[src/rtl/uart_tx_flex_if.sv]
// rtl/uart_tx_flex_if.sv - valid/ready data channel into the UART transmitter
//
// Purpose: carries one frame's data word from the register/FIFO layer into the
// transmitter.
// Signals:
//   tx_data   frame data, DATA_WIDTH bits (bits above the configured width ignored)
//   tx_valid  source has a word
//   tx_ready  transmitter accepts the word this cycle
// Modports: master = data source, slave = transmitter.

interface uart_tx_flex_if #(
  parameter int DATA_WIDTH = 9
);
  logic [DATA_WIDTH-1:0] tx_data;
  logic                  tx_valid;
  logic                  tx_ready;

  modport master (output tx_data, output tx_valid, input tx_ready);
  modport slave  (input tx_data, input tx_valid, output tx_ready);
endinterface

[src/rtl/uart_tx_flex.sv]
// rtl/uart_tx_flex.sv - parametrised UART transmitter with CTS and break
//
// Purpose: serialises words from a valid/ready source onto a registered UART
// line: start bit, 5..DATA_WIDTH data bits (LSB or MSB first), optional
// parity, one or two stop bits. Adds CTS gating and line break generation.
// Ports:
//   clk_i, rst_n_i     clock, asynchronous active-low reset
//   cfg_en_i           block enable; low aborts immediately
//   cfg_div_i          bit period minus one, in clk cycles
//   cfg_bits_i         data bits minus one (out-of-range -> DATA_WIDTH)
//   cfg_parity_en_i    parity bit enable
//   cfg_parity_sel_i   00 even, 01 odd, 10 space, 11 mark
//   cfg_stop_bits_i    0 one stop bit, 1 two
//   cfg_msb_first_i    send MSB of the configured width first
//   cfg_cts_en_i       gate new frames on CTS
//   cfg_break_i        hold the line low between frames
//   cts_n_i            asynchronous clear-to-send, active low
//   tx_if (slave)      tx_data/tx_valid in, tx_ready out (combinational)
//   tx_o               serial line (registered)
//   busy_o             frame or break in progress (registered)
//   done_o             one-cycle pulse when a frame's last stop bit ends

module uart_tx_flex #(
  parameter int DATA_WIDTH = 9,
  parameter int DIV_WIDTH  = 16
) (
  input  logic                 clk_i,
  input  logic                 rst_n_i,
  input  logic                 cfg_en_i,
  input  logic [DIV_WIDTH-1:0] cfg_div_i,
  input  logic [3:0]           cfg_bits_i,
  input  logic                 cfg_parity_en_i,
  input  logic [1:0]           cfg_parity_sel_i,
  input  logic                 cfg_stop_bits_i,
  input  logic                 cfg_msb_first_i,
  input  logic                 cfg_cts_en_i,
  input  logic                 cfg_break_i,
  input  logic                 cts_n_i,
  uart_tx_flex_if.slave        tx_if,
  output logic                 tx_o,
  output logic                 busy_o,
  output logic                 done_o
);

  typedef enum logic [2:0] {
    ST_IDLE,
    ST_BREAK,
    ST_START,
    ST_DATA,
    ST_PARITY,
    ST_STOP1,
    ST_STOP2
  } state_e;

  localparam logic [4:0] MAX_BITS_M1 = 5'(DATA_WIDTH - 1);
  localparam logic [4:0] FULL_N      = 5'(DATA_WIDTH);

  state_e                state_q, state_d;
  logic [DIV_WIDTH-1:0]  cnt_q, cnt_d;
  logic [4:0]            bit_cnt_q, bit_cnt_d;
  logic [DATA_WIDTH-1:0] shreg_q, shreg_d;
  logic                  par_q, par_d;
  logic                  tx_d, busy_d, done_d;
  logic                  cts_meta_q, cts_s_q;

  logic [4:0]            n_bits;
  logic [DATA_WIDTH-1:0] data_masked, data_rev, data_load;
  logic                  bit_end, handshake, parity_bit;

  // Out-of-range width settings fall back to the full data width.
  always_comb begin
    if (cfg_bits_i < 4'd4 || {1'b0, cfg_bits_i} > MAX_BITS_M1) begin
      n_bits = FULL_N;
    end else begin
      n_bits = {1'b0, cfg_bits_i} + 5'd1;
    end
  end

  // Mask to N bits; for MSB-first, reverse within N so the shifter always
  // sends bit 0 next.
  always_comb begin
    data_masked = '0;
    data_rev    = '0;
    for (int i = 0; i < DATA_WIDTH; i++) begin
      if (i < int'(n_bits)) data_masked[i] = tx_if.tx_data[i];
    end
    for (int i = 0; i < DATA_WIDTH; i++) begin
      for (int j = 0; j < DATA_WIDTH; j++) begin
        if (i < int'(n_bits) && j == int'(n_bits) - 1 - i) data_rev[i] = data_masked[j];
      end
    end
    data_load = cfg_msb_first_i ? data_rev : data_masked;
  end

  assign tx_if.tx_ready = cfg_en_i & (state_q == ST_IDLE) & ~cfg_break_i &
                          ~(cfg_cts_en_i & cts_s_q);
  assign handshake = tx_if.tx_valid & tx_if.tx_ready;
  assign bit_end   = (cnt_q == cfg_div_i);

  always_comb begin
    case (cfg_parity_sel_i)
      2'b00:   parity_bit = par_q;
      2'b01:   parity_bit = ~par_q;
      2'b10:   parity_bit = 1'b0;
      default: parity_bit = 1'b1;
    endcase
  end

  always_comb begin
    state_d   = state_q;
    cnt_d     = cnt_q;
    bit_cnt_d = bit_cnt_q;
    shreg_d   = shreg_q;
    par_d     = par_q;
    done_d    = 1'b0;

    // Every transition out of a timed state happens on bit_end, so clearing
    // here also restarts the counter on state entry.
    if (state_q == ST_IDLE || state_q == ST_BREAK || bit_end) begin
      cnt_d = '0;
    end else begin
      cnt_d = cnt_q + DIV_WIDTH'(1);
    end

    case (state_q)
      ST_IDLE: begin
        if (cfg_break_i) begin
          state_d = ST_BREAK;
        end else if (handshake) begin
          state_d   = ST_START;
          shreg_d   = data_load;
          par_d     = ^data_masked;
          bit_cnt_d = '0;
        end
      end
      ST_BREAK: begin
        if (!cfg_break_i) state_d = ST_IDLE;
      end
      ST_START: begin
        if (bit_end) state_d = ST_DATA;
      end
      ST_DATA: begin
        if (bit_end) begin
          if (bit_cnt_q == n_bits - 5'd1) begin
            state_d = cfg_parity_en_i ? ST_PARITY : ST_STOP1;
          end else begin
            shreg_d   = {1'b0, shreg_q[DATA_WIDTH-1:1]};
            bit_cnt_d = bit_cnt_q + 5'd1;
          end
        end
      end
      ST_PARITY: begin
        if (bit_end) state_d = ST_STOP1;
      end
      ST_STOP1: begin
        if (bit_end) begin
          if (cfg_stop_bits_i) begin
            state_d = ST_STOP2;
          end else begin
            state_d = ST_IDLE;
            done_d  = 1'b1;
          end
        end
      end
      ST_STOP2: begin
        if (bit_end) begin
          state_d = ST_IDLE;
          done_d  = 1'b1;
        end
      end
      default: state_d = ST_IDLE;
    endcase

    // Disable wins over everything and drops the frame silently.
    if (!cfg_en_i) begin
      state_d   = ST_IDLE;
      cnt_d     = '0;
      bit_cnt_d = '0;
      shreg_d   = '0;
      par_d     = 1'b0;
      done_d    = 1'b0;
    end

    // Line level is decoded from the next state so tx_o is a plain flop.
    case (state_d)
      ST_BREAK, ST_START: tx_d = 1'b0;
      ST_DATA:            tx_d = shreg_d[0];
      ST_PARITY:          tx_d = parity_bit;
      default:            tx_d = 1'b1;
    endcase
    busy_d = (state_d != ST_IDLE);
  end

  always_ff @(posedge clk_i or negedge rst_n_i) begin
    if (!rst_n_i) begin
      cts_meta_q <= 1'b1;
      cts_s_q    <= 1'b1;
    end else begin
      cts_meta_q <= cts_n_i;
      cts_s_q    <= cts_meta_q;
    end
  end

  always_ff @(posedge clk_i or negedge rst_n_i) begin
    if (!rst_n_i) begin
      state_q   <= ST_IDLE;
      cnt_q     <= '0;
      bit_cnt_q <= '0;
      shreg_q   <= '0;
      par_q     <= 1'b0;
      tx_o      <= 1'b1;
      busy_o    <= 1'b0;
      done_o    <= 1'b0;
    end else begin
      state_q   <= state_d;
      cnt_q     <= cnt_d;
      bit_cnt_q <= bit_cnt_d;
      shreg_q   <= shreg_d;
      par_q     <= par_d;
      tx_o      <= tx_d;
      busy_o    <= busy_d;
      done_o    <= done_d;
    end
  end

endmodule

[src/flat_wrapper.sv]
// flat-port wrapper written by rule: the top's interface ports become plain ports
module uart_tx_flex_flat 
#(
  parameter int DATA_WIDTH = 9,
  parameter int DIV_WIDTH  = 16
)
  (clk_i, rst_n_i, cfg_en_i, cfg_div_i, cfg_bits_i, cfg_parity_en_i, cfg_parity_sel_i, cfg_stop_bits_i, cfg_msb_first_i, cfg_cts_en_i, cfg_break_i, cts_n_i, tx_o, busy_o, done_o, tx_if_tx_data, tx_if_tx_valid, tx_if_tx_ready);
  uart_tx_flex_if #(.DATA_WIDTH(DATA_WIDTH)) tx_if_i ();
  input  logic clk_i;
  input  logic rst_n_i;
  input  logic cfg_en_i;
  input  logic [DIV_WIDTH-1:0] cfg_div_i;
  input  logic [3:0] cfg_bits_i;
  input  logic cfg_parity_en_i;
  input  logic [1:0] cfg_parity_sel_i;
  input  logic cfg_stop_bits_i;
  input  logic cfg_msb_first_i;
  input  logic cfg_cts_en_i;
  input  logic cfg_break_i;
  input  logic cts_n_i;
  output logic tx_o;
  output logic busy_o;
  output logic done_o;
  input wire logic [$bits(tx_if_i.tx_data)-1:0] tx_if_tx_data;
  input wire logic [$bits(tx_if_i.tx_valid)-1:0] tx_if_tx_valid;
  output wire logic [$bits(tx_if_i.tx_ready)-1:0] tx_if_tx_ready;
  assign tx_if_i.tx_data = tx_if_tx_data;
  assign tx_if_i.tx_valid = tx_if_tx_valid;
  assign tx_if_tx_ready = tx_if_i.tx_ready;
  uart_tx_flex #(.DATA_WIDTH(DATA_WIDTH), .DIV_WIDTH(DIV_WIDTH)) u_core (.clk_i(clk_i), .rst_n_i(rst_n_i), .cfg_en_i(cfg_en_i), .cfg_div_i(cfg_div_i), .cfg_bits_i(cfg_bits_i), .cfg_parity_en_i(cfg_parity_en_i), .cfg_parity_sel_i(cfg_parity_sel_i), .cfg_stop_bits_i(cfg_stop_bits_i), .cfg_msb_first_i(cfg_msb_first_i), .cfg_cts_en_i(cfg_cts_en_i), .cfg_break_i(cfg_break_i), .cts_n_i(cts_n_i), .tx_if(tx_if_i), .tx_o(tx_o), .busy_o(busy_o), .done_o(done_o));
endmodule
[config.mk]
export PLATFORM = sky130hd
export DESIGN_NAME = uart_tx_flex_flat
export DESIGN_NICKNAME = d
export VERILOG_FILES = /design/src/rtl/uart_tx_flex_if.sv /design/src/rtl/uart_tx_flex.sv /design/src/flat_wrapper.sv
export SDC_FILE = /design/constraint.sdc
export NUM_CORES = 1
export LEC_CHECK = 0
export ABC_AREA = 0
export BUFFER_PORTS_ARGS = -buffer_cell sky130_fd_sc_hd__buf_2
export CELL_PAD_IN_SITES_DETAIL_PLACEMENT = 2
export CELL_PAD_IN_SITES_GLOBAL_PLACEMENT = 2
export CORE_UTILIZATION = 33
export CTS_CLUSTER_DIAMETER = 60
export DETAILED_ROUTE_END_ITERATION = 7
export GPL_TIMING_DRIVEN = 0
export PLACE_DENSITY_LB_ADDON = 0.1
export SETUP_SLACK_MARGIN = 0.5
export SYNTH_ARGS = -nofsm -noshare
export SYNTH_HDL_FRONTEND = slang
export SYNTH_SLANG_ARGS = --single-unit
[constraint.sdc]
create_clock -name clk_i -period 6.8 [get_ports clk_i]
set_input_delay 1.36 -clock clk_i [delete_from_list [all_inputs] [get_ports clk_i]]
set_output_delay 1.36 -clock clk_i [all_outputs]
set_load 0.05 [all_outputs]
==> impl_results.md, run 1 <==
* Clock transition at path regs at 60 ps
* Htree depth at 2
* Bufs and invs on worst path at 8
* Hold-fix buffers, CTS at 0
* Hold path depth at 0
* Ant. Diodes at 0
* Netlist cell types at 86
* Crit. End Element: flip-flop
* Min-delay src: u_core.cts_meta_q$_DFF_PN1_
* CP dominant cell by count: ha_1
* Yosys reg bits at 39
* R2r setup slk at roughly 3400 ps
* Layout area overhead at 13.0%
* Vias in the first global route at 5329
* Starting DRT DRC Count at 196
* CTS tree: done
* Mapped Area at 4810 um^2
* Placement row count at 43
* Post-synth top area cell: dfrtp_1
* Lkg Pwr at 2.24 nW
* Finished Cell Area at 5430 um^2
* Max-slew violations at 0
* Final-report setup violation count at 0
* Die Wd at 123 um
* Vias at roughly 4800
* CP cell instances: buf_2 -> inv_1 -> ha_1 -> nand3b_1 -> a21o_2 -> clkinv_2 -> ha_1 -> clkbuf_2 -> nand2_1 -> and2_1 -> buf_2 -> inv_1 -> buf_2 -> nor2_4 -> clkbuf_4 -> ha_1 -> o21ai_0 -> ha_1 -> nor3_1 -> nand4_1 -> nor4_1 -> o2111ai_1 -> a21oi_1 -> o21a_1
* FILL cells at ~1700
* Storage element area at 980 um^2
* Fin util at 0.387
* Least-Margin Pin Slew at between 900 and 1000 ps
* Most frequent cells in the layout: nand2_1, ha_1, buf_2, nor2_1, xnor2_1
* Area of the multi-input gates at 3620 um^2
* Unrepaired setup endpoints after global routing: false
* First-pass GRT wire length at 28300 um
* Synth Area per Inst at about 8.1 um^2
* Status: finished clean
* Register area share after synthesis at 0.204
* Nets at 747
* Endpoints failing hold at 0
* R2r endpoint: u_core.shreg_q[2]$_DFFE_PN0P_
* Worst r2r path cells at 10
* Syn Inst Count at 591
* Maximum clock frequency at 168 MHz
* Root Buffer: clkbuf_16
* I/O Buffers at 44
* Min Tclk post-route at 5950 ps
* Asr flop ratio synth at 1.00
* Core area at 14000 um^2
* Gpl congestion at around 0.9
* Setup tns final at 0 ps
* Clk_skew at 7.06 ps
* DP HPWL at 14000 um
* Pin count of the biggest net entering global routing at 50
* Total global routing overflow at 0
* Initial cell density of the core at 0.342
* Inserted Clock Buffers at 5
* CP max-delay cell: ha_1
* Detailed-route vias per instance at between 5 and 6
* Final hold slack at 358 ps
* Family with the most delay on the worst path: buffers and inverters
* Post-CTS setup buffer count at 0
* Hold worst-path end: u_core.cts_s_q$_DFF_PN1_
* Initial antenna violation count at 0
* Crit Path Category: in2reg
* Die Span Y at 123 um
* Total wire length at 17600 um
* Dpl cell area at 5280 um^2
* Drt drc at 0
* Ys Warns at 0
* Synth top area share at 0.187
* Final worst path period share at 0.876
* Synth Net Count at 695
* Clock Latency Late Sink at slightly below 300 ps
* Layout cells sized above 1 at 0.151
* Worst min-delay path class: reg2reg
* Most common cell after layout, fill and taps aside: nand2_1
* Worst R2R Start: u_core.cnt_q[0]$_DFF_PN0_
* Post-DRT Antenna Nets at 0
* Pwr Density at approximately 150 nW/um^2
* Area contributors post-synth: dfrtp_1, ha_1, xnor2_1
* Top FF cell, synth: dfrtp_1
* Slew headroom at 0.382
* CTS Buffer Depth at 2
* Post-synth EDFFs at 0
* Max incr delay on CP at 360 ps
* Max VDD drop at 0.0817 mV
* Critical Path RT at 7030 ps
* Die area at 15100 um^2
* CTS sink count at 39
* TritonRoute pass-1 iters at 4
* MaxCap Viol Count at 0
* Io pins at 45
* GR Util All Layers at 0.245
* Crit Path Max Fanout at 10
* Worst setup path start: cfg_bits_i[0]
* CP startpoint kind: primary input
* Routed len/inst at roughly 21 um
* Worst Path Arrival at 6180 ps
[power breakdown]
group / switching, mW / total, mW / internal, mW
sequential: 0.00749 / 0.250 / 0.242
combinational: 0.207 / 0.332 / 0.125
clock: 0.0972 / 0.241 / 0.143
total: 0.312 / 0.822 / 0.511
[cell usage after synthesis (4+ instances only)]
| cell type | count |
|---|---|
| clkbuf_1 | 14 |
| buf_2 | 6 |
| a221oi_1 | 7 |
| o21ai_0 | 26 |
| o31ai_1 | 6 |
| nor2b_1 | 7 |
| and2_1 | 6 |
| a31oi_1 | 6 |
| xor2_1 | 8 |
| nor2_1 | 50 |
| a22oi_1 | 4 |
| a211oi_1 | 6 |
| nand2b_1 | 13 |
| nand4_1 | 17 |
| nand2_1 | 73 |
| inv_1 | 20 |
| nor3_1 | 10 |
| nor4_1 | 7 |
| o211ai_1 | 5 |
| and3_1 | 12 |
| xnor2_1 | 40 |
| nor4b_1 | 5 |
| mux2i_1 | 7 |
| ha_1 | 63 |
| nand3_1 | 26 |
| a21oi_1 | 21 |
| dfrtp_1 | 36 |
[worst register-to-register path, cell delays in order, from the launching register on]
cell and delay (ps):
dfrtp_1 470, xnor2_1 210, nand4_1 170, nor4_4 630
nand3_1 310, a41oi_1 350, o21bai_1 150, and2_1 180
clkbuf_1 230, a221o_1 370, a31o_1 210
[worst max path at each step]
stage / end / slack, ps / depth (start not counted)
floorplan: u_core.shreg_q[3]$_DFFE_PN0P_ / 1130 / 20
global placement: u_core.shreg_q[3]$_DFFE_PN0P_ / -480 / 21
detailed placement: u_core.shreg_q[3]$_DFFE_PN0P_ / -160 / 24
CTS: u_core.shreg_q[3]$_DFFE_PN0P_ / 530 / 24
global route: u_core.shreg_q[3]$_DFFE_PN0P_ / 510 / 24
finish: u_core.shreg_q[3]$_DFFE_PN0P_ / 850 / 24
[cells by family after synthesis]
family          Yosys count  share of synthesized area
mux                      11                     0.0271
simple gates            250                      0.270
compound gates          130                      0.198
fa+ha+maj                63                      0.164
xor+xnor                 49                     0.0908
buf+inv                  49                     0.0458
flops                    39                      0.204
[flip-flops by register name, summed over array words and instances (netlist names)]
register and cells:
u_core.bit_cnt_q 5, u_core.shreg_q 9, u_core.cts_s_q 1, u_core.par_q 1, u_core.cnt_q 16, u_core.cts_meta_q 1, u_core.state_q 3, u_core.busy_o 1
u_core.done_o 1, u_core.tx_o 1
[routing by layer]
metal | wire length [um] | vias up | GRT usage
li1 | - | 2265 | -
met1 | 7840 | 2385 | 0.304
met2 | 8710 | 89 | 0.441
met3 | 470 | 31 | 0.0167
met4 | 560 | 0 | 0.0938
met5 | 0 | - | 0
[per-stage QoR]
stage	std cells	worst slack [ps]	power [mW]
finish	823	846	0.822
global route	823	514	0.873
CTS	823	527	0.828
detailed placement	816	-156	0.583
global placement	815	-478	0.569
floorplan	591	1130	0.478
[layout make-up]
cell class              instances  area share
multi-input cells             503       0.666
plain buffers                  26      0.0253
well taps                     180      0.0415
flip-flops and latches         39       0.180
repair buffers                 45      0.0442
clock inverters                 1    0.000921
inverters                      23      0.0161
clock buffers                   6      0.0256
[repair_timing]
item,in CTS,in global routing
cloned,0,0
setup endpoints to repair,4,4
endpoints found under the hold margin,0,0
gates resized for setup,2,5
Note: power is estimated with default switching activity, not from simulation.
==> run 2, diff against run 1 <==
==> constraint.sdc (replaced) <==
create_clock -name clk_i -period 5.7 [get_ports clk_i]
set_input_delay 1.14 -clock clk_i [delete_from_list [all_inputs] [get_ports clk_i]]
set_output_delay 1.14 -clock clk_i [all_outputs]
set_load 0.05 [all_outputs]
==> run 2 against run 1 <==
Effect of this change:
- die area is the same
- clock-buffer cell count decreased by 1
- non-clock buffer count increased by 3
- sequential share of layout area down 0.49 points
- final cell count rose by 0.61%
- routed wire length up 1.8%
- power up 26%
- via count up 0.25%
- core utilization up 1.1 points
- clock skew is 1.5 ps lower
==> impl_results.md, run 2 (same netlist as run 1, synthesis figures left out) <==
* CTS tree: done
* Max incr delay on CP at 310 ps
* Max FFs per register at 16
* Drt drc at 0
* Top reg by flops: u_core.cnt_q
* Root Buffer: clkbuf_16
* Gpl congestion at slightly below 0.9
* Regs by FF count: u_core.cnt_q (16), u_core.shreg_q (9), u_core.bit_cnt_q (5)
* Pwr Density at between 150 and 200 nW/um^2
* Max VDD drop at 0.0997 mV
* I/O Buffers at 44
* Status: finished clean
* Clock transition at path regs at roughly 60 ps
* MaxCap Viol Count at 0
* Crit Path Category: in2reg
* Ant. Diodes at 0
* GR Util All Layers at 0.243
* Worst R2R Start: u_core.cnt_q[2]$_DFF_PN0_
* Vias in the first global route at ~5100
* Lkg Pwr at 2.29 nW
* Vias at between 4000 and 5000
* Crit. End Element: flip-flop
* CP cell instances: buf_2 -> inv_1 -> ha_2 -> nand3b_1 -> a21o_4 -> clkinv_4 -> ha_4 -> xor2_2 -> buf_4 -> ha_2 -> nand2b_1 -> inv_1 -> ha_1 -> o21ai_0 -> ha_1 -> nor4b_1 -> nand4_1 -> nor4_1 -> nand4_1 -> a211oi_2 -> o21a_1
* Final setup margin at between 700 and 800 ps
* Clk_skew at 5.53 ps
* CTS sink count at 39
* Min Tclk post-route at between 4000 and 5000 ps
* DP HPWL at 14000 um
* Most common cell after layout, fill and taps aside: nand2_1
* Worst r2r path cells at 10
* Inserted Clock Buffers at 5
* Nets at 751
* R2r setup slk at 2380 ps
* Endpoints failing hold at 0
* Levels on crit path at 21
* Layout cells sized above 1 at 0.173
* Critical Path RT at 5920 ps
* Io pins at 45
* CP startpoint kind: primary input
* Final-report setup violation count at 0
* Htree depth at 2
* Initial antenna violation count at 0
* Initial cell density of the core at 0.342
* Die Wd at 123 um
* CP max-delay cell: ha_2
* Worst min-delay path class: reg2reg
* Bufs and invs on worst path at 5
* First-pass GRT wire length at 27900 um
* Family with the most delay on the worst path: adder cells
* Unrepaired setup endpoints after global routing: false
* Die Span Y at 123 um
* Clock Latency Late Sink at 290 ps
* CTS Buffer Depth at 2
* Core area at 14000 um^2
* Starting DRT DRC Count at roughly 260
* Pin count of the biggest net entering global routing at between 50 and 60
* Worst Path Arrival at 5160 ps
* Die area at 15100 um^2
* Placement row count at 43
* Setup tns final at 0 ps
* Slew headroom at 0.410
* Post-DRT Antenna Nets at 0
* TritonRoute pass-1 iters at 4
* Least-Margin Pin Slew at 885 ps
* Pre-CTS WS at -1070 ps
* Detailed-route vias per instance at roughly 5.8
* Routed len/inst at 21.6 um
* Hold-fix buffers, CTS at 0
* CP endpoint: u_core.shreg_q[5]$_DFFE_PN0P_
* R2r endpoint: u_core.shreg_q[2]$_DFFE_PN0P_
* Max-slew violations at 0
* Final worst path period share at 0.867
* Total global routing overflow at 0
* Total wire length at 17900 um
* Maximum clock frequency at 202 MHz
* Layout area overhead at 16.2%
* Worst setup path start: cfg_bits_i[0]
* Crit Path Max Fanout at 12
* Most frequent cells in the layout: nand2_1, ha_1, nor2_1
[run 2: cell types whose count changed in the layout (fill, tap and decap cells not counted), moves of 2 or more]
cell | before | now
buf_4 | 3 | 10
buf_6 | 1 | 3
buf_2 | 49 | 46
ha_2 | 0 | 2
clkinv_4 | 0 | 2
ha_1 | 63 | 60
[run 2: worst min path at each step]
stage,start,to,slack [ps],cells after the start
after detailed placement,u_core.cts_meta_q$_DFF_PN1_,u_core.cts_s_q$_DFF_PN1_,360,0
final,u_core.cts_meta_q$_DFF_PN1_,u_core.cts_s_q$_DFF_PN1_,360,0
after floorplan,u_core.cts_meta_q$_DFF_PN1_,u_core.cts_s_q$_DFF_PN1_,350,0
after CTS,u_core.cts_meta_q$_DFF_PN1_,u_core.cts_s_q$_DFF_PN1_,360,0
after global routing,u_core.cts_meta_q$_DFF_PN1_,u_core.cts_s_q$_DFF_PN1_,370,0
after global placement,u_core.cts_meta_q$_DFF_PN1_,u_core.cts_s_q$_DFF_PN1_,350,0
[run 2: layout make-up]
cell class              count  area [um^2]
inverters                  23         91.3
plain buffers              26          156
clock inverters             3         43.8
multi-input cells         504         3710
clock buffers               5          125
well taps                 180          225
flip-flops and latches     39          980
fillers                  1609         8460
repair buffers             48          250
[run 2: stage by stage]
step | instance area, um^2 | utilization | power [mW] | std cells | hold WS [ps]
CTS | 5500 | 0.392 | 1.04 | 824 | 365
detailed placement | 5260 | 0.374 | 0.699 | 815 | 356
global route | 5590 | 0.398 | 1.09 | 828 | 370
global placement | 5260 | 0.374 | 0.679 | 815 | 346
finish | 5590 | 0.398 | 1.04 | 828 | 362
floorplan | 4810 | - | 0.570 | 591 | 345
[run 2: repair_timing]
item,4_1_cts,5_1_grt
pin swaps,0,4
gates resized for setup,19,12
buffers inserted,1,3
cloned,0,1
setup endpoints to repair,9,7
[run 2: layer usage]
layer / global-route usage / vias to the layer above / wire length (um)
li1: - / 2286 / -
met1: 0.301 / 2384 / 7990
met2: 0.436 / 86 / 9010
met3: 0.0186 / 26 / 362
met4: 0.0930 / 0 / 537
met5: 0 / - / 0
[run 2: power breakdown]
part           total [mW]  switching [mW]  internal, mW
Clock               0.324           0.117         0.206
Combinational       0.413           0.258         0.155
Sequential          0.298         0.00873         0.289
Total                1.04           0.384         0.651
==> run 3, diff against run 2 <==
--- a/config.mk
+++ b/config.mk
@@ -13,7 +13,8 @@
 export CTS_CLUSTER_DIAMETER = 60
 export DETAILED_ROUTE_END_ITERATION = 7
 export GPL_TIMING_DRIVEN = 0
-export PLACE_DENSITY_LB_ADDON = 0.1
+export PLACE_DENSITY = 0.83
+export RECOVER_POWER = 50
 export SETUP_SLACK_MARGIN = 0.5
 export SYNTH_ARGS = -nofsm -noshare
 export SYNTH_HDL_FRONTEND = slang
==> run 3 against run 2 <==
Effect of this change:
- clock skew fell by 0.89 ps
- non-clock buffer count fell by 1
- final cell count fell by 0.12%
- combinational power about the same
- core utilization shrank 0.23 points
- global-route usage is 0.18 points lower
- highest routed layer unchanged
- fmax down 0.24%
- power fell by 3.9%
- sequential power is essentially flat
- the flow now finishes with violations (max-capacitance violations, max-slew violations)
- clock-buffer cell count is the same
- via count up 1.6%
==> impl_results.md, run 3 (same netlist as run 1, synthesis figures left out) <==
* Status: finished with violations
* Violated checks: max-capacitance violations, max-slew violations
* Gpl congestion at 0.906
* Min Tclk post-route at 4950 ps
* Layout area overhead at 15.5%
* Total power at 994 uW
* Htree depth at 2
* First-pass GRT wire length at roughly 28000 um
* Maximum clock frequency at 202 MHz
* Final-report setup violation count at 0
* Min-delay src: u_core.cts_meta_q$_DFF_PN1_
* Final hold slack at between 300 and 400 ps
* Root Buffer: clkbuf_16
* Storage element area at a little under 1000 um^2
* Layout cells sized above 1 at 0.175
* Initial cell density of the core at 0.342
* Starting DRT DRC Count at roughly 350
* Inserted Clock Buffers at 5
* Bufs and invs on worst path at 10
* Family with the most delay on the worst path: buffers and inverters
* Least-Margin Pin Slew at 2200 ps
* Placement row count at 43
* CP startpoint kind: primary input
* MaxCap Viol Count at 1
* Top reg by flops: u_core.cnt_q
* Setup tns final at 0 ps
* Detailed-route vias per instance at 5.87
* CTS tree: done
* TritonRoute pass-1 iters at 5
* Clk_skew at 4.64 ps
* Max-slew violations at 40
* Slew headroom at -0.464
* Final worst path period share at 0.869
* Crit Path Max Fanout at 10
* Initial antenna violation count at 0
* Clock transition at path regs at 60 ps
* Ant. Diodes at 0
* R2r setup slk at 2350 ps
* Worst min-delay path class: reg2reg
* R2r endpoint: u_core.shreg_q[2]$_DFFE_PN0P_
* Regs by FF count: u_core.cnt_q (16), u_core.shreg_q (9), u_core.bit_cnt_q (5)
* Vias at 4858
* Core area at 14000 um^2
* CTS sink count at 39
* Die Span Y at 123 um
* Endpoints failing hold at 0
* Die Wd at 123 um
* Io pins at 45
* Lkg Pwr at 2.27 nW
* Max incr delay on CP at 280 ps
* Most frequent cells in the layout: nand2_1, ha_1, nor2_1
* Total global routing overflow at 0
* Nets at 750
* Placed insts at 815
* Clock Latency Late Sink at 290 ps
* Unrepaired setup endpoints after global routing: false
* Max FFs per register at 16
* Crit. End Element: flip-flop
* Post-DRT Antenna Nets at 0
* Routed len/inst at 21.5 um
* Final setup margin at 746 ps
* Worst Path Arrival at 5180 ps
* FILL cells at 1609
* Worst r2r path cells at 10
* Hold worst-path end: u_core.cts_s_q$_DFF_PN1_
* Critical Path RT at 5930 ps
* DP HPWL at 13700 um
* Max VDD drop at 0.107 mV
* Hold path depth at 0
* Vias in the first global route at 5262
* GR Util All Layers at 0.242
* Final non-filler cell total at roughly 830
* Pre-CTS WS at -979 ps
* Worst R2R Start: u_core.cnt_q[10]$_DFF_PN0_
* Most common cell after layout, fill and taps aside: nand2_1
* Total wire length at around 18000 um
* Hold-fix buffers, CTS at 0
* Area of the multi-input gates at 3720 um^2
* CTS Buffer Depth at 2
* Die area at 15100 um^2
* Pin count of the biggest net entering global routing at 52
* Crit Path Category: in2reg
* Pwr Density at 179 nW/um^2
* I/O Buffers at 44
* CP max-delay cell: nor4b_2
* Drt drc at 0
==> run 3: worst max-delay path by stage <==
stage,depth (start not counted),from,end,slack (ps)
after global placement,23,cfg_bits_i[0],u_core.shreg_q[4]$_DFFE_PN0P_,-810
after detailed placement,23,cfg_bits_i[0],u_core.shreg_q[4]$_DFFE_PN0P_,-980
after global routing,24,cfg_bits_i[0],u_core.shreg_q[3]$_DFFE_PN0P_,470
final,25,cfg_bits_i[0],u_core.shreg_q[4]$_DFFE_PN0P_,750
after CTS,21,cfg_bits_i[0],u_core.shreg_q[5]$_DFFE_PN0P_,510
after floorplan,20,cfg_bits_i[0],u_core.shreg_q[3]$_DFFE_PN0P_,720
==> run 3: report_power, final <==
part | switching, mW | total [mW] | internal (mW)
Combinational | 0.255 | 0.411 | 0.156
Sequential | 0.00870 | 0.298 | 0.289
Clock | 0.124 | 0.285 | 0.161
Total | 0.387 | 0.994 | 0.607
==> run 3: metrics by stage <==
step,area [um^2],utilization
global route,5550,0.395
global placement,5260,0.374
finish,5550,0.395
floorplan,4810,-
detailed placement,5260,0.374
CTS,5460,0.389
==> run 3: layout make-up <==
type / instances / share of cell area
clock inverter: 3 / 0.00361
sequential: 39 / 0.176
inverter: 23 / 0.0160
timing repair buffer: 47 / 0.0435
tap: 180 / 0.0406
multi-input combinational: 504 / 0.670
buffer: 26 / 0.0277
clock buffer: 5 / 0.0225
==> run 3: worst register-to-register path, cell delays in order, from the launching register on <==
cell and delay (ps):
dfrtp_1 450, xnor2_1 230, nand4_1 170, nor4_4 570, nand3_1 290, a41oi_1 330
o21bai_1 170, and2_1 200, clkbuf_1 230, a221o_1 380, a31o_1 210
==> run 3: what timing repair did <==
action | 4_1_cts | 5_1_grt
cloned | 0 | 1
resized for setup | 12 | 20
hold endpoints to repair | 0 | 0
pin swaps | 3 | 3
setup buffers | 2 | 1
setup endpoints to repair | 9 | 7
==> run 3: routing by layer <==
layer / part of all wire / GRT usage / up-vias
li1: - / - / 2280
met1: 0.45 / 0.306 / 2445
met2: 0.50 / 0.434 / 107
met3: 0.031 / 0.0149 / 26
met4: 0.021 / 0.0770 / 0
met5: 0 / 0 / -
